==> src/rtl/snake_move_ctrl.sv <==
// Movement controller for one snake head: turns level buttons into tick-paced
// direction strobes, blocks 180-degree reversals and runs the IDLE/RUN/PAUSE/DEAD game.
module snake_move_ctrl #(
    parameter int         TICK_CYCLES = 12500000,
    parameter logic [1:0] START_DIR   = 2'd1
) (
    input  logic        clk,
    input  logic        reset,
    input  logic        btn_left,
    input  logic        btn_right,
    input  logic        btn_up,
    input  logic        btn_down,
    input  logic        start,
    input  logic        pause,
    input  logic        collision,
    output logic        left,
    output logic        right,
    output logic        up,
    output logic        down,
    output logic        dead,
    output logic        head_reset_n,
    output logic [1:0]  state,
    output logic [1:0]  dir,
    output logic [15:0] step_count
);
    localparam int            CW       = (TICK_CYCLES > 1) ? $clog2(TICK_CYCLES) : 1;
    localparam logic [CW-1:0] CNT_LAST = CW'(TICK_CYCLES - 1);

    typedef enum logic [1:0] {
        IDLE  = 2'b00,
        RUN   = 2'b01,
        PAUSE = 2'b10,
        DEAD  = 2'b11
    } state_t;

    state_t        state_reg;
    logic [1:0]    dir_reg;
    logic [1:0]    pending_reg;
    logic [CW-1:0] cnt_reg;
    logic [3:0]    strobe_reg;
    logic [3:0]    btn_hist_reg;
    logic          dead_reg;
    logic          head_reset_n_reg;
    logic [15:0]   step_count_reg;

    // Button and strobe vectors are indexed by the direction code (0 up .. 3 left).
    logic [3:0] btn_now;
    logic [3:0] btn_edge;
    logic [1:0] cand;
    logic       cand_valid;

    assign btn_now = {btn_left, btn_down, btn_right, btn_up};

    genvar gi;
    generate
        for (gi = 0; gi < 4; gi++) begin : g_edge
            assign btn_edge[gi] = btn_now[gi] & ~btn_hist_reg[gi];
        end
    endgenerate

    // Reversal check is against the committed direction, not the pending one.
    always_comb begin
        cand = 2'd0;
        for (int i = 0; i < 4; i++) begin
            if (btn_edge[i]) cand = 2'(i);
        end
        cand_valid = $onehot(btn_edge) && (cand != (dir_reg ^ 2'd2));
    end

    always_ff @(posedge clk) begin
        if (reset) begin
            state_reg        <= IDLE;
            dir_reg          <= START_DIR;
            pending_reg      <= START_DIR;
            cnt_reg          <= '0;
            strobe_reg       <= 4'b0000;
            btn_hist_reg     <= 4'b0000;
            dead_reg         <= 1'b0;
            head_reset_n_reg <= 1'b0;
            step_count_reg   <= 16'd0;
        end else begin
            btn_hist_reg <= btn_now;
            strobe_reg   <= 4'b0000;
            case (state_reg)
                IDLE: begin
                    if (start) begin
                        state_reg        <= RUN;
                        cnt_reg          <= '0;
                        step_count_reg   <= 16'd0;
                        dir_reg          <= START_DIR;
                        pending_reg      <= START_DIR;
                        head_reset_n_reg <= 1'b1;
                    end
                end
                RUN: begin
                    if (cand_valid) pending_reg <= cand;
                    if (collision) begin
                        state_reg <= DEAD;
                        dead_reg  <= 1'b1;
                    end else if (pause) begin
                        state_reg <= PAUSE;
                    end else if (cnt_reg == CNT_LAST) begin
                        // Step uses the pending value from before this edge.
                        cnt_reg    <= '0;
                        strobe_reg <= 4'b0001 << pending_reg;
                        dir_reg    <= pending_reg;
                        if (step_count_reg != 16'hFFFF)
                            step_count_reg <= step_count_reg + 16'd1;
                    end else begin
                        cnt_reg <= cnt_reg + CW'(1);
                    end
                end
                PAUSE: begin
                    if (pause) state_reg <= RUN;
                end
                DEAD: begin
                    if (start) begin
                        state_reg        <= IDLE;
                        dead_reg         <= 1'b0;
                        head_reset_n_reg <= 1'b0;
                    end
                end
                default: state_reg <= IDLE;
            endcase
        end
    end

    assign up           = strobe_reg[0];
    assign right        = strobe_reg[1];
    assign down         = strobe_reg[2];
    assign left         = strobe_reg[3];
    assign dead         = dead_reg;
    assign head_reset_n = head_reset_n_reg;
    assign state        = state_reg;
    assign dir          = dir_reg;
    assign step_count   = step_count_reg;

endmodule

==> config.mk <==
export PLATFORM = sky130hd
export DESIGN_NAME = snake_move_ctrl
export DESIGN_NICKNAME = d
export VERILOG_FILES = /design/src/rtl/snake_move_ctrl.sv
export SDC_FILE = /design/constraint.sdc
export NUM_CORES = 1
export LEC_CHECK = 0
export ABC_AREA = 0
export BUFFER_PORTS_ARGS = -buffer_cell sky130_fd_sc_hd__buf_2
export CAP_MARGIN = 20
export CORE_ASPECT_RATIO = 1.2
export CORE_MARGIN = 1.5
export CORE_UTILIZATION = 64
export CTS_BUF_LIST = sky130_fd_sc_hd__clkbuf_8
export DETAILED_ROUTE_END_ITERATION = 16
export HOLD_SLACK_MARGIN = 0.05
export PLACE_DENSITY = 0.89
export SYNTH_ARGS = -nofsm -noshare
export SYNTH_HDL_FRONTEND = slang
export SYNTH_SLANG_ARGS = --single-unit
==> constraint.sdc <==
create_clock -name clk -period 3.85 [get_ports clk]
set_input_delay 0.1925 -clock clk [delete_from_list [all_inputs] [get_ports clk]]
set_output_delay 0.1925 -clock clk [all_outputs]
set_load 0.05 [all_outputs]
After elaboration in Yosys (flattened, before gate mapping)
Index checks and enable logic that the tools add are counted.

Word-level logic and storage cells: 87. Input bits: 9. Output and inout bits: 26. Register bits: 56.

Add/subtract/negate cells: 5. Multiplexer cells: 31. Equal/unequal tests: 17. Bitwise gates (word level): 11. Shifts and indexed selects: 1. Reductions and logical operators: 13.

Operators by type and width (count): 24-bit 2-to-1 mux (4); 16-bit 2-to-1 mux (5); 24-bit case mux with 2 select lines (1); 16-bit case mux with 2 select lines (1); 24-bit by 1-bit adder with 24-bit output, second input constant (1); 24-bit == test, second input constant (1); 2-bit 2-to-1 mux (11); 2-bit inequality test, second input constant (9); 16-bit by 1-bit adder with 16-bit output, second input constant (1); 16-bit inequality test, second input constant (1); 3-bit AND reduction (3); 2-bit case mux with 2 select lines (2); 2-bit case mux with 4 select lines (1); 4-bit AND reduction (2); 1-bit inverter (7); 6-bit AND reduction (1); 2-bit nonzero test (3); 5-bit AND reduction (1); 5-bit OR reduction (1); 1-bit by 1-bit adder with 2-bit output (2); 1-bit bitwise AND (4); 2-bit == test, second input constant (2); 1-bit 2-to-1 mux (4); 1-bit case mux with 2 select lines (2); other kinds (8) (8).

Logic depth before layout (Yosys ltp)
Depth after elaboration: 9. Depth in mapped cells: 8.

Worst setup path before layout
No wires, ideal clock.

Path type: register to register. Start: register state_reg[1], in the netlist state[1]. End: register step_count_reg[5], in the netlist step_count[5]. Period minus slack after synthesis: 2.309 ns. Cell stages (with the launch flop): 9. Slack: 1.541 ns. Arrival time: 2.239 ns. Cells stage by stage: dfxtp_1 buf_2 nor4b_2 or2_1 buf_2 o21ai_1 clkbuf_1 or4_1 a21oi_1.

Cells in the longest elaborated chain, start to end: 3. Elaborated cells between the ends (all ways): 10. Classes of those cells: eq/ne: 6; mux: 1; reduce/logical: 3.

RTL lines: from (decl) (line 36) `state_t state_reg;`; from (signal assigned) (line 72) `state_reg <= IDLE;`; from (signal assigned) (line 87) `state_reg <= RUN;`; from (signal assigned) (line 98) `state_reg <= DEAD;`; 2-bit by 1-bit == test with 1-bit output / 2-bit logical NOT (equally long branches) (line 84) `case (state_reg)`; 2-bit inequality test (no line) / 2-bit nonzero test (equally long branches); 6-bit AND reduction (no line); to (signal assigned) (line 108) `step_count_reg <= step_count_reg + 16'd1;`; to (decl) (line 44) `logic [15:0] step_count_reg;`.

Parallel ways exist; a longest one is shown, timed or not. A chain may end at the register's enable or synchronous reset.

Final worst setup path
Start: register state_reg[0], in the netlist state[0]. End: register step_count_reg[4], in the netlist step_count[4].

The elaborated chain is that of the path after synthesis.

==> flow_metrics.tcl <==
set metrics [dict create \
    status "completed" \
    cts_root_buf "clkbuf_8" \
    ys_warn_count 0 \
    grt_pass1_wl_um 10700 \
    synth-edff-count 0 \
    numPortBuffers 34 \
    area_growth_pct 9.18 \
    whs_endpoint "btn_hist_reg[3]" \
    required_ps 4060 \
    relSlewSlack_pct 28.9 \
    hold_start "btn_left" \
    yosysTopAreaCellShare_pct 39.5 \
    fin_cells 416 \
    detail-route-antenna-nets 0 \
    critPathKind "reg -> reg" \
    final_nets 373 \
    ys_types 53 \
    synth_ff_type "dfxtp_1" \
    path_cells "nor4b_2 -> or2_1 -> o21ai_1 -> or4b_1 -> mux2i_1" \
    critPathMaxFanout 12 \
    end_kind "flop" \
    cap_violations 0 \
    globalplace.congestion 0.787 \
    setup_viol 0 \
    start_util_pct 66.5 \
    antennaDiodeCount 0 \
    rsz0062_at_grt "false" \
    rows 26 \
    antenna_found_initial 0 \
    largest_reg_flops 24 \
    insertion_delay_ps 320 \
    hold_depth 2 \
    reg2reg_slack_ps 1300 \
    r2r-start "state[0]" \
    cts_made_buffers 5 \
    switching_power_w 0.000285 \
    period_needed_ps 2550 \
    firstDrtPassIters 4 \
    r2r-end "step_count[4]" \
    grt_max_degree 34 \
    routed_wl_um 6250 \
    hp-class "in -> reg" \
    cts-resized-gates 0 \
    internal-power_w 0.000748 \
    cp.arrival_ps 2760 \
    synth_top_area_cell "dfxtp_1" \
    hpwl_um 4320 \
    synth_most_common_cell "dfxtp_1" \
    ir_worst_vdd_uv 257 \
    seq_power_share_pct 57.9 \
    core_area_um2 4260 \
    vias 2586 \
    clkPwrFrac_pct 29.8 \
    die_h_um 75.9 \
    finClkSkew_ps 14.3 \
    swShare_pct 27.6 \
    final_core_util_pct 72.6 \
    cp_slowest_stage_delay_ps 590 \
    combPwrFrac_pct 12.3 \
    synth_common_cells "dfxtp_1 (56), nor2_1 (31), nand2_1 (25)" \
    netlist_instances 334 \
    async_reset_ff_share_pct 0 \
    hold_buffers 0 \
    first_iter_violations 178 \
    detail_route.vias_per_cell 6.22 \
    fin_setup_tns_ps 0 \
    grt_pass1_vias 2438 \
    io_pins 35 \
    avgSynthCellArea_um2 8.49 \
    maxSlewViolCount 0 \
    slowest_stage "or4b_1" \
    die-area_um2 4840 \
    fin_crit_sh_pct 66.2 \
    leakagePower_nw 1.13 \
    cts_setup_buffers 0 \
    tritoncts "yes" \
    timing.fmax_ghz 0.392 \
    grt_util_all_layers_pct 26.9 \
    cellPowerDensity_nw_per_um2 334 \
    remaining_drc_errors 0 \
    synth.area.top_cells "dfxtp_1 (40%), xnor2_1 (4.3%), nor2_1 (4.1%)" \
    die_x_um 63.8 \
    reg2reg_depth 5 \
    ys_seq_elements 56 \
    placedCellCount 407 \
    holdWs_ps 103 \
    cts-htree-levels 2 \
    cts.sinks 56 \
    drive_above_1_share_pct 14.4 \
    hold_viol 0 \
    synth-seq-area-share_pct 39.5 \
    tightest_slew_ps 1060 \
    syn_area_um2 2840 \
    clk_path_buf_depth 2 \
    clk_pin_slew_worst_paths_ps 90 \
    post_drt_wl_per_cell_um 15.0 \
    critPathLaunchType "flop" \
    grt_remaining_overflow 0 \
    syn_nets 348 \
]
==> power by group through the flow <==
stage	clock network [W]	registers, W	logic (W)
6_report	0.000308	0.000598	0.000127
5_1_grt	0.000336	0.000600	0.000139
2_1_floorplan	0	0.000625	0.0000822
3_3_place_gp	0	0.000610	0.000117
3_5_place_dp	0	0.000611	0.000121
4_1_cts	0.000313	0.000598	0.000122
==> how the worst max path moves through the flow <==
stage,start,to,slack (ps),cells past startpoint
after floorplan,state[1],step_count[5],1540,8
after global placement,state[0],step_count[4],1440,5
after detailed placement,state[0],step_count[4],1350,5
after CTS,state[0],step_count[9],1340,5
after global routing,state[0],step_count[9],1090,5
final,state[0],step_count[4],1300,5
==> through the flow <==
step / instance area [um^2] / power [W] / setup slack [ps]
2_1_floorplan: 2840 / 0.000707 / 1540
3_3_place_gp: 3000 / 0.000727 / 1440
3_5_place_dp: 3000 / 0.000733 / 1350
4_1_cts: 3080 / 0.00103 / 1340
5_1_grt: 3100 / 0.00107 / 1090
6_report: 3100 / 0.00103 / 1300
==> cells by family after synthesis <==
family | after synthesis | share of synthesized area (%)
DFF | 56 | 39.5
muxes | 5 | 1.77
AOI/OAI and AO/OA | 60 | 13.9
buffers and inverters | 28 | 4.15
and+or+nand+nor | 164 | 33.2
adders and majority gates | 5 | 2.47
xor gates and xnor gates | 16 | 4.94
==> area by class of cell <==
cell class / count / area [um^2]
Clock inverter: 3 / 16.3
Clock buffer: 5 / 68.8
Timing Repair Buffer: 35 / 181
Fill cell: 306 / 1170
Inverter: 11 / 41.3
Multi-Input combinational cell: 250 / 1600
Sequential cell: 56 / 1120
Tap cell: 56 / 70.1
==> cell usage in the layout, fill, tap and decap left out, types with 6 or more instances in the layout <==
cell,n
and4_1,7
inv_1,13
or4_1,12
and3_1,7
a21oi_1,21
xnor2_1,14
buf_2,34
o31ai_1,9
nand4_1,12
nand2_1,25
nor2b_1,10
or3_1,6
nand3_1,16
dfxtp_1,56
nor2_1,31
nor3_1,10
==> per-layer routing <==
metal | routed length [um] | global-route usage, % | vias up
met5 | 0 | 0 | -
met4 | 114 | 11.7 | 0
met3 | 280 | 5.49 | 14
met2 | 3130 | 46.4 | 69
met1 | 2720 | 32.0 | 1221
li1 | - | - | 1282
==> worst max-delay path: cells and delay by family (launching register included) <==
kind | cells | cell delay (ps)
AO/OA/AOI/OAI | 1 | 310
multiplexers | 1 | 130
flip-flops | 1 | 560
AND/OR/NAND/NOR | 3 | 1450
Note: power is estimated with default switching activity, not from simulation.
